--- src/rtl/mult_arbiter_pkg.sv ---
// mult_arbiter_pkg: FSM encoding and datapath widths shared by mult_arbiter
package mult_arbiter_pkg;
  localparam int OPW = 3;
  localparam int PW = 6;
  typedef enum logic [1:0] {IDLE = 2'd0, LAUNCH = 2'd1, WAIT = 2'd2, RESP = 2'd3} state_t;
endpackage

--- src/rtl/mult_arbiter.sv ---
// mult_arbiter: round-robin sharing of one external multiplier between two requesters
module mult_arbiter
  import mult_arbiter_pkg::*;
#(
  parameter int TIMEOUT = 15
) (
  input  logic           clk,
  input  logic           rst,
  input  logic           req0,
  input  logic           req1,
  input  logic [OPW-1:0] a0,
  input  logic [OPW-1:0] b0,
  input  logic [OPW-1:0] a1,
  input  logic [OPW-1:0] b1,
  output logic           ack0,
  output logic           ack1,
  output logic [PW-1:0]  result,
  output logic           err,
  output logic           busy,
  output logic           mul_start,
  output logic [OPW-1:0] mul_a,
  output logic [OPW-1:0] mul_b,
  input  logic           mul_done,
  input  logic [PW-1:0]  mul_product
);
  state_t state, state_n;
  logic rr, gnt, pick, expired;
  logic [3:0] timer;
  // rr only breaks ties; a lone request always wins
  assign pick = (req0 && req1) ? rr : req1;
  assign expired = timer == 4'(TIMEOUT);
  assign busy = state != IDLE;
  assign mul_start = state == LAUNCH;
  assign ack0 = state == RESP && !gnt;
  assign ack1 = state == RESP && gnt;
  always_comb begin
    state_n = IDLE;
    case (state)
      IDLE:    state_n = (req0 || req1) ? LAUNCH : IDLE;
      LAUNCH:  state_n = WAIT;
      WAIT:    state_n = (mul_done || expired) ? RESP : WAIT;
      default: state_n = IDLE;
    endcase
  end
  always_ff @(posedge clk)
    state <= rst ? IDLE : state_n;
  always_ff @(posedge clk)
    if (rst) begin
      rr     <= 1'b0;
      gnt    <= 1'b0;
      timer  <= '0;
      result <= '0;
      err    <= 1'b0;
      mul_a  <= '0;
      mul_b  <= '0;
    end else begin
      if (state == IDLE && (req0 || req1)) begin
        gnt   <= pick;
        mul_a <= pick ? a1 : a0;
        mul_b <= pick ? b1 : b0;
      end
      if (state == LAUNCH) timer <= '0;
      if (state == WAIT) begin
        if (mul_done) begin
          result <= mul_product;
          err    <= 1'b0;
        end else if (expired) begin
          result <= '0;
          err    <= 1'b1;
        end else timer <= timer + 4'd1;
      end
      if (state == RESP) rr <= ~gnt;
    end
endmodule

--- config.mk ---
export PLATFORM = sky130hd
export DESIGN_NAME = mult_arbiter
export DESIGN_NICKNAME = d
export VERILOG_FILES = /design/src/rtl/mult_arbiter_pkg.sv /design/src/rtl/mult_arbiter.sv
export SDC_FILE = /design/constraint.sdc
export NUM_CORES = 1
export LEC_CHECK = 0
export CAP_MARGIN = 5
export CORE_MARGIN = 3
export CORE_UTILIZATION = 30
export CTS_CLUSTER_DIAMETER = 30
export DETAILED_ROUTE_END_ITERATION = 8
export GPL_ROUTABILITY_DRIVEN = 0
export HOLD_SLACK_MARGIN = 0.02
export SLEW_MARGIN = 20
export SYNTH_ARGS = -nofsm -noshare
export SYNTH_HDL_FRONTEND = slang
export SYNTH_SLANG_ARGS = --single-unit
--- constraint.sdc ---
create_clock -name clk -period 2.4 [get_ports clk]
set_input_delay 0.36 -clock clk [delete_from_list [all_inputs] [get_ports clk]]
set_output_delay 0.36 -clock clk [all_outputs]
set_load 0.01 [all_outputs]
# After elaboration in Yosys (flattened, before gate mapping)
# Index checks and enable logic that the tools add are counted.
# Widths: inputs -> output; s select.
[totals] register_bits=21 out_inout_bits=17 word_cells=39
[classes] addsub=1 bitwise_logic=1 reduce_logical=11 muxes=14 n_eq_ne=4
[op_table] op="$mux 4" n=4
[op_table] op="$mux 6" n=2
[op_table] op="$mux 3" n=2
[op_table] op="$pmux 2 s3" n=1
[op_table] op="$mux 1" n=5
[op_table] op="$add 4x1->4 const B" n=1
[op_table] op="$eq 2x2->1 const B" n=2
[op_table] op="$eq 4x4->1 const B" n=1
[op_table] op="$logic_and 1x1->1" n=4
[op_table] op="$reduce_bool 2->1" n=2
[op_table] op="$eq 2x1->1 const B" n=1
[op_table] op="$logic_not 2->1" n=1
[op_table] op="$logic_or 1x1->1" n=2
[op_table] op="$reduce_and 2->1" n=1
[op_table] op="$logic_not 1->1" n=1
[op_table] op="$not 1->1" n=1

# Logic depth before layout (Yosys ltp)
[depth] depth_word=5 ltp_mapped=6 depth_no_buf=5

# Worst setup path before layout
# Ideal clock, no wire load.
[synth_timing] path_kind="reg-to-reg" from="register state[0]" to="register result[0]" path_buffers=0 required_ns=2.283 arrival_ns=1.323 setup_time_ns=0.117 setup_slack_ns=0.960 path_stages_with_launch=6 cell_sequence="dfxtp_1 inv_1 ha_1 and2_1 and2b_1 a22o_2"
[synth_via] elab_chain_cells=2
[synth_lines] element="start, declared" line_no="mult_arbiter.sv:26" rtl="state_t state, state_n;"
[synth_lines] element="start signal, assigned" line_no="mult_arbiter.sv:46" rtl="state <= rst ? IDLE : state_n;"
[synth_lines] element="$eq 2x2->1" line_no="mult_arbiter.sv:63" rtl="if (state == WAIT) begin"
[synth_lines] element="$reduce_and 2->1 (no source line)"
[synth_lines] element="end signal, assigned" line_no="mult_arbiter.sv:65" rtl="result <= mul_product;"
[synth_lines] element="end, declared" line_no="mult_arbiter.sv:17" rtl="output logic [PW-1:0] result,"
# Every way passes these cells.
# A chain may end at the register's enable or synchronous reset.

# Final worst setup path
[layout_timing] from="register state[0]" to="output port ack0"
[layout_via] elab_chain_cells=2
[layout_lines] element="$eq 2x2->1" line_no="mult_arbiter.sv:34" rtl="assign ack0 = state == RESP && !gnt;"
[layout_lines] element="$logic_and 1x1->1" line_no="mult_arbiter.sv:34"
[layout_lines] element="end, declared" line_no="mult_arbiter.sv:15" rtl="output logic ack0,"
# Every way passes these cells.

==> impl_metrics.toml <==
[status]
outcome = "complete, no violations"

[route]
vias = 912
wl_per_cell_um = 12.4
dr.pass1.iters = 4
routed_wl_mm = 2.34
ant_nets = 0
drc = 0
drt_iter0_drc = 18
via_per_inst = 4.85

[worst_setup_path]
crit_type = "flip-flop to output port"
end_kind = "output port"
worst_setup_path_start_kind = "flip-flop"
cp_data_arrival_time_ps = 1680
slowest_delay_ps = 560
cp_num_buf_inv = 1
worstPathCellList = "ha_1 > nor2b_1 > clkdlybuf4s50_1"
cp_max_fo = 4
crit_family = "buffers and inverters"
cp_data_required_time_ps = 2040
cpMaxStageDelayCell = "clkdlybuf4s50_1"
reg2reg_slack_ps = 780

[floorplan]
start_util_pct = 32.0
coreArea_sq_mm = 0.00313
die_w_um = 63.8
die_y_um = 63.8
num_rows = 20
design.die.area_sq_mm = 0.00407
ioPinCount = 40

[global_routing]
antenna_found_initial = 0
grt_overflow = 0
grt_usage_pct = 11.7
grt_pass1_vias = 806
grt_pass1_wl_mm = 3.79
grt_max_degree = 18

[synth]
ys_ff_latch = 21
syn_inst = 105
synth_area_sq_mm = 0.00100
avgSynthCellArea_sq_um = 9.54
synth-seq-area-share_pct = 41.9
netlist.area_leader.share_pct = 41.9
yosysWarnings = 0
synth_top_area_cell = "dfxtp_1"
syn-num-nets = 134
synthDistinctLibCells = 32
synth_area_leaders = "dfxtp_1 42%, ha_1 7.5%, a22o_2 6.0%"

[job]
maxCapViolations = 0

[layout]
layout_commonest_cell = "clkdlybuf4s50_1"
nets = 174
diodes = 0
final_cell_mix = "39 x clkdlybuf4s50_1, 21 x dfxtp_1, 9 x o21ai_0"
syn2layout_area_growth_pct = 44.4
drive_gt1_share_pct = 9.03

[clock_network]
htreeDepth = 1
clkTransAtPathRegs_ps = 110
cts_root_buf = "clkbuf_4"
cts_tree = "yes"
numCtsBuffers = 3
cts_resized = 0
cts_setup_buffers = 0
clk_latency_ps = 300
clock-sinks = 21
ctsHoldBuffers = 0
cts_buffer_depth = 2

[timing]
finClkSkew_ps = 0.747
tns_ps = 0
final_hold_viol_count = 0
maxSlewViolCount = 0
fin_crit_ps = 2040
maxSlewHeadroom_pct = 72.8
fin_hold_ws_ps = 494
finalSetupViolations = 0
worstMarginPinSlew_ps = 408
fin_crit_sh_pct = 84.9
grt_setup_unrepaired = "false"
fmax_ghz = 0.491

[min_path]
worst_hold_path_type = "flip-flop to flip-flop"

[power_and_ir_drop]
power_per_cell_area_mw_per_mm2 = 612
cellLeakagePower_nw = 0.543
vdd_drop_max_v = 0.000430

[placed_design]
dp_hpwl_mm = 1.88
io_buffers = 39
==> final timing paths <==
kind,depth (start not counted),from,endpoint
setup / recovery,3,state[0],ack0
hold / removal,1,result[4],result[4]
setup reg to reg,5,state[0],result[0]
hold reg to reg,1,result[4],result[4]
==> synth_stat cells, drive strengths merged <==
cell	count
a311oi	6
nor2b	5
nand2	1
inv	6
a211oi	3
a22o	6
a32oi	1
nor3	2
nand2b	2
and3	1
and2	2
a21oi	2
ha	6
or3	1
o21a	2
nor3b	2
clkbuf	1
o21ba	1
a31oi	1
o41ai	2
and2b	1
dfxtp	21
buf	4
o21ai	9
nand3	7
nand4	1
a211o	1
nor2	7
a21o	1
==> through the flow <==
stage / power, mW / instance area (sq um) / utilization (%) / worst slack [ps] / cells
2_1_floorplan: 0.589 / 1000 / - / 960 / 105
3_3_place_gp: 0.724 / 1420 / 45.4 / 636 / 184
3_5_place_dp: 0.727 / 1420 / 45.4 / 553 / 184
4_1_cts: 0.901 / 1450 / 46.3 / 320 / 188
5_1_grt: 0.953 / 1450 / 46.3 / 244 / 188
6_report: 0.886 / 1450 / 46.3 / 363 / 188
==> power by group <==
part           internal [mW]  switching, mW  leakage, nW
clock network         0.0622          0.107       0.0177
registers              0.391         0.0272        0.172
logic                  0.163          0.136        0.354
==> state kept, by name, summed over array words and instances (netlist names) <==
signal / cells
gnt: 1
err: 1
state: 2
rr: 1
timer: 4
mul_a: 3
result: 6
mul_b: 3
==> final cells by class <==
class                           instances  area [sq um]
Inverter                                6          22.5
Clock buffer                            3          22.5
Tap cell                               44          55.1
Clock inverter                          1          5.00
Fill cell                             295          1680
Sequential cell                        21           420
Multi-Input combinational cell         73           524
Timing Repair Buffer                   40           398
==> routing by layer <==
metal | vias up | wire length (um) | track usage (%)
met3 | 0 | 161 | 4.39
met5 | - | 0 | 0
li1 | 462 | - | -
met4 | 0 | 0 | 4.04
met1 | 423 | 1040 | 14.5
met2 | 27 | 1130 | 18.6
==> kinds of logic after synthesis <==
kind of cell,Yosys count,share of synthesized area [%]
adder cells (fa/ha/maj),6,7.49
buffers and inverters,11,5.74
AND/OR/NAND/NOR,32,17.2
flip-flops,21,41.9
AO/OA/AOI/OAI,35,27.6
==> worst register-to-register path, stage by stage, from the launching register on <==
cell      delay, ps
dfxtp_1         410
inv_1            80
ha_1            290
and2_1          250
a211oi_4        340
a22o_2          200
(Power assumes the default switching activity.)
